[config.mk]
export PLATFORM = sky130hd
export DESIGN_NAME = jtag_dbg_mailbox
export DESIGN_NICKNAME = d
export VERILOG_FILES = /design/src/rtl/jtag_dbg_mailbox.sv
export SDC_FILE = /design/constraint.sdc
export NUM_CORES = 1
export LEC_CHECK = 0
export BUFFER_PORTS_ARGS = -buffer_cell sky130_fd_sc_hd__buf_2
export CORE_ASPECT_RATIO = 0.9
export CORE_MARGIN = 4
export CORE_UTILIZATION = 35
export DETAILED_ROUTE_END_ITERATION = 10
export GPL_ROUTABILITY_DRIVEN = 0
export HOLD_SLACK_MARGIN = 0.15
export PLACE_DENSITY_LB_ADDON = 0.1
export SYNTH_ARGS = -nofsm -noshare
export SYNTH_HDL_FRONTEND = slang
export SYNTH_SLANG_ARGS = --single-unit
export TNS_END_PERCENT = 5
[constraint.sdc]
create_clock -name tck_i -period 3.05 [get_ports tck_i]
set_input_delay 0.61 -clock tck_i [delete_from_list [all_inputs] [get_ports tck_i]]
set_output_delay 0.61 -clock tck_i [all_outputs]
set_load 0.005 [all_outputs]
[src/rtl/jtag_dbg_mailbox.sv]
// rtl/jtag_dbg_mailbox.sv - JTAG debug DR mailbox with TX/RX word FIFOs in the TCK domain.
// Optional ID opcode (0x4) enabled by JTAG_DBG_MAILBOX_IDCODE_EN.
module jtag_dbg_mailbox #(
  parameter int          DATA_W  = 32,
  parameter int          DEPTH   = 4,
  parameter logic [31:0] MBOX_ID = 32'h4D42_0001
) (
  input  logic              tck_i,
  input  logic              rst_ni,
  input  logic              select_i,
  input  logic              capture_dr_i,
  input  logic              shift_dr_i,
  input  logic              update_dr_i,
  input  logic              tdi_i,
  output logic              tdo_o,
  output logic [DATA_W-1:0] tx_data_o,
  output logic              tx_valid_o,
  input  logic              tx_ready_i,
  input  logic [DATA_W-1:0] rx_data_i,
  input  logic              rx_valid_i,
  output logic              rx_ready_o
);

  localparam int          AW       = $clog2(DEPTH);
  localparam int          SW       = DATA_W + 4;
  localparam logic [AW:0] FULL_CNT = (AW+1)'(DEPTH);
  localparam logic [3:0]  OP_WRITE = 4'h1;
  localparam logic [3:0]  OP_READ  = 4'h2;
  localparam logic [3:0]  OP_CLEAR = 4'h3;
  localparam logic [3:0]  OP_FLUSH = 4'hF;

  logic [SW-1:0]     sr_q, sr_d;
  logic [DATA_W-1:0] rd_hold_q, rd_hold_d;
  logic              rd_valid_q, rd_valid_d, ovf_q, ovf_d, udf_q, udf_d;

  logic [DATA_W-1:0] tx_mem_q [DEPTH];
  logic [DATA_W-1:0] rx_mem_q [DEPTH];
  logic [AW-1:0]     tx_wp_q, tx_wp_d, tx_rp_q, tx_rp_d;
  logic [AW-1:0]     rx_wp_q, rx_wp_d, rx_rp_q, rx_rp_d;
  logic [AW:0]       tx_cnt_q, tx_cnt_d, rx_cnt_q, rx_cnt_d;

  logic       do_cap, do_shift, do_upd;
  logic [3:0] opcode;
  logic       op_write, op_read, op_clear, op_flush;
  logic       tx_full, tx_push, tx_pop, rx_empty, rx_push, rx_pop;

  assign do_cap   = select_i & capture_dr_i;
  assign do_shift = select_i & shift_dr_i & ~capture_dr_i;
  assign do_upd   = select_i & update_dr_i & ~capture_dr_i & ~shift_dr_i;
  assign opcode   = sr_q[3:0];
  assign op_write = do_upd & (opcode == OP_WRITE);
  assign op_read  = do_upd & (opcode == OP_READ);
  assign op_clear = do_upd & (opcode == OP_CLEAR);
  assign op_flush = do_upd & (opcode == OP_FLUSH);

  assign tx_full    = (tx_cnt_q == FULL_CNT);
  assign tx_valid_o = (tx_cnt_q != '0);
  assign tx_data_o  = tx_valid_o ? tx_mem_q[tx_rp_q] : '0;
  assign tx_pop     = tx_valid_o & tx_ready_i;
  // A full TX FIFO still accepts a WRITE when the consumer frees a slot this cycle.
  assign tx_push    = op_write & (~tx_full | tx_pop);

  assign rx_empty   = (rx_cnt_q == '0);
  assign rx_pop     = op_read & ~rx_empty;
  assign rx_ready_o = (rx_cnt_q != FULL_CNT) | rx_pop;
  assign rx_push    = rx_valid_i & rx_ready_o;

  assign tdo_o = sr_q[0];

  always_comb begin
    sr_d       = sr_q;
    rd_hold_d  = rd_hold_q;
    rd_valid_d = rd_valid_q;
    ovf_d      = ovf_q;
    udf_d      = udf_q;
    tx_wp_d    = tx_push ? tx_wp_q + AW'(1) : tx_wp_q;
    tx_rp_d    = tx_pop  ? tx_rp_q + AW'(1) : tx_rp_q;
    tx_cnt_d   = tx_cnt_q + (AW+1)'(tx_push) - (AW+1)'(tx_pop);
    rx_wp_d    = rx_push ? rx_wp_q + AW'(1) : rx_wp_q;
    rx_rp_d    = rx_pop  ? rx_rp_q + AW'(1) : rx_rp_q;
    rx_cnt_d   = rx_cnt_q + (AW+1)'(rx_push) - (AW+1)'(rx_pop);

    if (do_cap) begin
      sr_d = {rd_hold_q, udf_q, ovf_q, tx_full, rd_valid_q};
    end else if (do_shift) begin
      sr_d = {tdi_i, sr_q[SW-1:1]};
    end

    if (op_write && tx_full && !tx_ready_i) begin
      ovf_d = 1'b1;
    end
    if (op_read) begin
      if (!rx_empty) begin
        rd_hold_d  = rx_mem_q[rx_rp_q];
        rd_valid_d = 1'b1;
      end else begin
        udf_d      = 1'b1;
        rd_valid_d = 1'b0;
      end
    end
    if (op_clear) begin
      ovf_d      = 1'b0;
      udf_d      = 1'b0;
      rd_valid_d = 1'b0;
    end
`ifdef JTAG_DBG_MAILBOX_IDCODE_EN
    if (do_upd && opcode == 4'h4) begin
      rd_hold_d  = DATA_W'(MBOX_ID);
      rd_valid_d = 1'b1;
    end
`endif
    if (op_flush) begin
      tx_wp_d  = '0;
      tx_rp_d  = '0;
      tx_cnt_d = '0;
      rx_wp_d  = '0;
      rx_rp_d  = '0;
      rx_cnt_d = '0;
    end
  end

`ifndef JTAG_DBG_MAILBOX_IDCODE_EN
  logic unused_mbox_id;
  assign unused_mbox_id = ^MBOX_ID;
`endif

  always_ff @(posedge tck_i or negedge rst_ni) begin
    if (!rst_ni) begin
      sr_q       <= '0;
      rd_hold_q  <= '0;
      rd_valid_q <= 1'b0;
      ovf_q      <= 1'b0;
      udf_q      <= 1'b0;
      tx_wp_q    <= '0;
      tx_rp_q    <= '0;
      tx_cnt_q   <= '0;
      rx_wp_q    <= '0;
      rx_rp_q    <= '0;
      rx_cnt_q   <= '0;
    end else begin
      sr_q       <= sr_d;
      rd_hold_q  <= rd_hold_d;
      rd_valid_q <= rd_valid_d;
      ovf_q      <= ovf_d;
      udf_q      <= udf_d;
      tx_wp_q    <= tx_wp_d;
      tx_rp_q    <= tx_rp_d;
      tx_cnt_q   <= tx_cnt_d;
      rx_wp_q    <= rx_wp_d;
      rx_rp_q    <= rx_rp_d;
      rx_cnt_q   <= rx_cnt_d;
    end
  end

  // Storage needs no reset: entries are only observable through the counters.
  always_ff @(posedge tck_i) begin
    if (tx_push) tx_mem_q[tx_wp_q] <= sr_q[SW-1:4];
    if (rx_push) rx_mem_q[rx_wp_q] <= rx_data_i;
  end

endmodule

# Word level (Yosys, flattened, before mapping)

Memories as Yosys holds them, arrays and structs flattened. A register that Yosys moved wholly into a read port is not among the register bits.
Index checks and enable logic that the tools add are counted.

Eq/ne operators: 6
Muxes and demuxes: 25
Bitwise operators: 20
Add/subtract/negate cells: 8
Reduce and logical (&&, ||, !) cells: 16

Operators by type and width:

| kind                                          | count |
|---|---|
| two-way mux 36 bit                            | 2 |
| two-way mux 32 bit                            | 1 |
| two-way mux 2 bit                             | 8 |
| nonzero test 2 bit                            | 8 |
| AND 1 bit                                     | 14 |
| two-way mux 1 bit                             | 12 |
| adder 2 x 1 -> 2 bit, second input constant   | 4 |
| == test 4 x 2 -> 1 bit, second input constant | 2 |
| adder 3 x 1 -> 3 bit                          | 2 |
| two-way mux 3 bit                             | 2 |
| subtractor 3 x 1 -> 3 bit                     | 2 |
| == test 4 x 1 -> 1 bit, second input constant | 1 |
| == test 4 bit, second input constant          | 1 |
| NOT 1 bit                                     | 4 |
| AND reduction 2 bit                           | 2 |
| == test 3 bit, second input constant          | 1 |
| logical NOT 3 bit                             | 1 |
| != test 3 bit, second input constant          | 1 |
| nonzero test 3 bit                            | 1 |
| logical AND 1 bit                             | 2 |
| logical NOT 1 bit                             | 2 |
| OR 1 bit                                      | 2 |

Bits in writable memories: 256
Output and inout port bits: 35
Flip-flop bits (word level): 53
Memories kept: 2
Word-level logic and storage cells: 87
Input port bits: 41

Memories:

| memory   | depth | bits a word | rd ports | clocked after memory_dff | write ports | RTL line | RTL |
|---|---|---|---|---|---|---|---|
| rx_mem_q | 4     | 32          | 1        | 1                        | 1           | 37       | `logic [DATA_W-1:0] rx_mem_q [DEPTH];` |
| tx_mem_q | 4     | 32          | 1        | 0                        | 1           | 36       | `logic [DATA_W-1:0] tx_mem_q [DEPTH];` |

# Logic depth before layout (Yosys ltp)

Word-level depth: 10
Mapped depth: 13
Depth with buffers taken out: 12

# Worst setup path after synthesis

OpenSTA, ideal clock, no wires.

Kind: in2reg
Start: input shift_dr_i
End: register tx_cnt_q[2]
Required time: 2.918 ns
Path slack: -0.163 ns
Stages on the path: 12
Path buffers: 1
Arrival time: 3.081 ns
Setup time: 0.132 ns
Cells stage by stage: buf_2 > nand4bb_1 > nor4_1 > inv_1 > ha_1 > inv_1 > ha_1 > inv_1 > fa_1 > xor2_1 > xnor2_1 > nor2_1

Word-level cells in the longest chain between the ends: 7
Elaborated cells between the ends (all ways): 8
Those cells by class: add/sub (2); mux (1); bitwise (5)

RTL lines:

| what                      | RTL line | RTL |
|---|---|---|
| start, declared           | 12       | `input logic shift_dr_i,` |
| NOT 1 bit *               | 49       | `assign do_upd = select_i & update_dr_i & ~capture_dr_i & ~shift_dr_i;` |
| AND 1 bit *               | 49       |  |
| AND 1 bit                 | 51       | `assign op_write = do_upd & (opcode == OP_WRITE);` |
| AND 1 bit                 | 61       | `assign tx_push = op_write & (~tx_full \| tx_pop);` |
| adder 3 x 1 -> 3 bit      | 78       | `tx_cnt_d = tx_cnt_q + (AW+1)'(tx_push) - (AW+1)'(tx_pop);` |
| subtractor 3 x 1 -> 3 bit | 78       |  |
| two-way mux 3 bit *       | 112      | `if (op_flush) begin` |
| net tx_cnt_d[2]           | 40       | `logic [AW:0] tx_cnt_q, tx_cnt_d, rx_cnt_q, rx_cnt_d;` |
| end signal, assigned      | 148      | `tx_cnt_q <= tx_cnt_d;` |
| end, declared             | 40       |  |

Mark *: on every way through the listed nets, which the timed path passes. The rest lies on a longest branch.
A chain may end at the register's enable or synchronous reset.

# Worst setup path in the final report

Start: register tx_rp_q[0]
End: output tx_data_o[30]

Word-level cells in the longest chain between the ends: 2

RTL lines:

| what                   | RTL line | RTL |
|---|---|---|
| start, declared        | 38       | `logic [AW-1:0] tx_wp_q, tx_wp_d, tx_rp_q, tx_rp_d;` |
| start signal, assigned | 147      | `tx_rp_q <= tx_rp_d;` |
| memory (4 x 32 bit)    | --       |  |
| two-way mux 32 bit     | 58       | `assign tx_data_o = tx_valid_o ? tx_mem_q[tx_rp_q] : '0;` |
| end, declared          | 16       | `output logic [DATA_W-1:0] tx_data_o,` |

Every way passes these cells.

==> flow_summary.ini <==
[clock_tree]
root_buffer = clkbuf_16
clk_pin_slew_worst_paths_ps = 50
tritoncts.num_buffers = 39
post_cts_buffers = 0
ctsResizeCount = 0
cts_tree = yes
htree_num_levels = 2
postCtsHoldBufs = 1
cts.sinks = 341
clk_path_buf_depth = 3
clk_latency_ps = 520

[worst_setup_path]
critPathKind = reg2out
worstPathArrival_ps = 2210
crit_required_ps = 2440
critPathMaxStageDelay_ps = 640
critPathCaptureType = output port
worstPathCellList = buf_12 > mux4_2 > and2_1 > buf_2
crit_slowest_cell = dfrtp_2
rrSetupSlack_ps = 320
crit_path_max_fanout = 12
start_kind = flip-flop

[route]
drt-initial-drc-count = 354
ant_nets = 0
viasPerCell = 5.08
drt_wl_total_um = 26700
drc_errors = 0
wl_per_cell_um = 20.5
firstDrtPassIters = 6
vias = 6635

[pwr]
power_density_mw_per_mm2 = 843
total_power_w = 0.0132
irDropWorstVdd_uv = 384
p_leak_nw = 5.76

[final_layout]
synthToLayoutAreaGrowth_pct = 18.1
fin_area_sq_mm = 0.0157
final_core_util = 0.420
fillerInstances = 3325
nNetsFinal = 848
layout-drive-gt1-share = 0.310
layout.cells.non_filler = 1306

[grt]
grt_pass1_vias = 7068
grt_use_total = 0.133
overflow = 0
grt_pass1_wl_um = 42000
grt_max_degree = 49
antenna_found_initial = 3

[die]
fp.dieH_um = 193
initial_utilization = 0.356
core_sq_mm = 0.0374
die-width_um = 213
die_area_sq_mm = 0.0412
ioPinCount = 76
fp-row-count = 67

[status]
status = finished, final reports clean

[sta]
setup-tns-final_ps = 0
post-route-min-period_ps = 2820
rsz0062_at_grt = false
slew_violations = 0
finalClockSkew_ps = 16.2
slew-limit-headroom = 0.556
setup_viol = 0
fmaxAchievable_mhz = 355
worst_slew_pin_slew_ps = 667
period_share = 0.923
hold_viol = 0

[synthesis]
synth_compound_area_frac = 0.0528
syn_nets = 744
synth_cell_types = 42
synth.mux.area_fraction = 0.136
synthCells = 689
synth_top_family_by_area = multiplexers
avgSynthCellArea_sq_um = 19.3
synthAdderAreaFrac = 0.0143
synth_area_sq_mm = 0.0133
synth-simple-area-share = 0.0363
yosys.area_share.xor_xnor = 0.00461
synth-seq-cells = 341
synth-seq-area-share = 0.738
synth-warning-count = 0

[hold_path]
min_path_type = in2reg

[job]
cap_violations = 0

[placement]
placed_area_sq_mm = 0.0145
dp_hpwl_um = 16700
dp.cells = 1234
port-buffer-count = 75
[power by group]
part	switching (W)	internal [W]
Sequential	0.000468	0.00571
Combinational	0.00127	0.00144
Clock	0.00170	0.00264
[final cells by class]
cell class | instances | area (sq um) | area share
antenna | 1 | 2.50 | 0.000159
sequential | 341 | 9820 | 0.625
clock inverter | 18 | 131 | 0.00837
tap | 483 | 604 | 0.0385
multi-input combinational | 294 | 3290 | 0.209
clock buffer | 52 | 1080 | 0.0686
timing repair buffer | 104 | 736 | 0.0469
inverter | 13 | 48.8 | 0.00311
[path summary, 6_finish.rpt]
check | from | to | depth (start not counted)
min in group asynchronous | rst_ni | sr_q[31] | 2
hold / removal | rx_data_i[26] | rx_mem_q[3][26] | 1
setup reg to reg | sr_q[3] | tx_cnt_q[2] | 11
hold reg to reg | rd_hold_q[28] | rd_hold_q[28] | 1
max in group asynchronous | rst_ni | sr_q[12] | 3
setup / recovery | tx_rp_q[0] | tx_data_o[30] | 4
[state kept, by name, indices dropped and copies added, names as in the netlist, 3 cells and up]
signal     cells
rx_mem_q     128
tx_mem_q     128
sr_q          36
rd_hold_q     32
rx_cnt_q       3
tx_cnt_q       3
[synth_stat cells (all sizes together)]
master | count | area [sq um]
nor3 | 2 | 10.0
a32o | 1 | 10.0
edfxtp | 256 | 7690
nand4bb | 1 | 11.3
and4 | 1 | 8.76
fa | 2 | 40.0
a21oi | 17 | 85.1
o31ai | 3 | 22.5
mux2 | 33 | 372
or3b | 2 | 17.5
nor4bb | 1 | 10.0
dfrtp | 85 | 2130
xnor2 | 4 | 35.0
nor4b | 1 | 8.76
ha | 12 | 150
nor2 | 11 | 41.3
nor3b | 1 | 7.51
and3 | 4 | 25.0
a211o | 1 | 8.76
clkbuf | 25 | 93.8
or3 | 1 | 6.26
xor2 | 3 | 26.3
a31oi | 1 | 6.26
nor4 | 2 | 27.5
nand3 | 3 | 15.0
o21bai | 1 | 7.51
o22ai | 28 | 175
inv | 13 | 48.8
nand2 | 5 | 18.8
nand4 | 2 | 12.5
buf | 16 | 95.1
o21ai | 2 | 10.0
and2 | 41 | 257
mux4 | 64 | 1440
nor2b | 1 | 6.26
a22o | 43 | 377
[layout by cell type (no fill, tap or decap), types with 6 or more instances in the layout]
master     instances
inv_1             13
dfrtp_1           83
edfxtp_1         256
and2_1            41
o22ai_1           28
clkinv_2           6
buf_12            11
ha_1              11
clkinv_1           9
a22o_1            43
buf_2             74
mux4_2            64
nor2_1            11
a21oi_1           17
clkbuf_1          10
clkbuf_16         41
buf_4             18
mux2_2            29
[cells by family after synthesis]
kind of cell	Yosys count
buf+inv	54
mux	97
compound gates	97
simple gates	79
xor+xnor	7
fa+ha+maj	14
flops	341
[per-stage QoR]
step	hold slack (ps)	setup WS [ps]
2_1_floorplan	314	-56.2
6_report	315	235
5_1_grt	292	95.3
3_5_place_dp	497	134
3_3_place_gp	490	197
4_1_cts	292	155
[routing by layer]
layer,GRT usage,vias up,wire length (um)
li1,-,2980,-
met1,0.185,3469,12500
met2,0.210,117,12300
met3,0.0291,63,1150
met4,0.0423,6,775
met5,0,-,30
[critical path, delay by kind of cell, from the launching register on]
family	cells	cell delay, ps
DFF	1	640
buffers and inverters	2	350
and+or+nand+nor	1	180
muxes	1	520
Power figures use the tool's default switching activity.
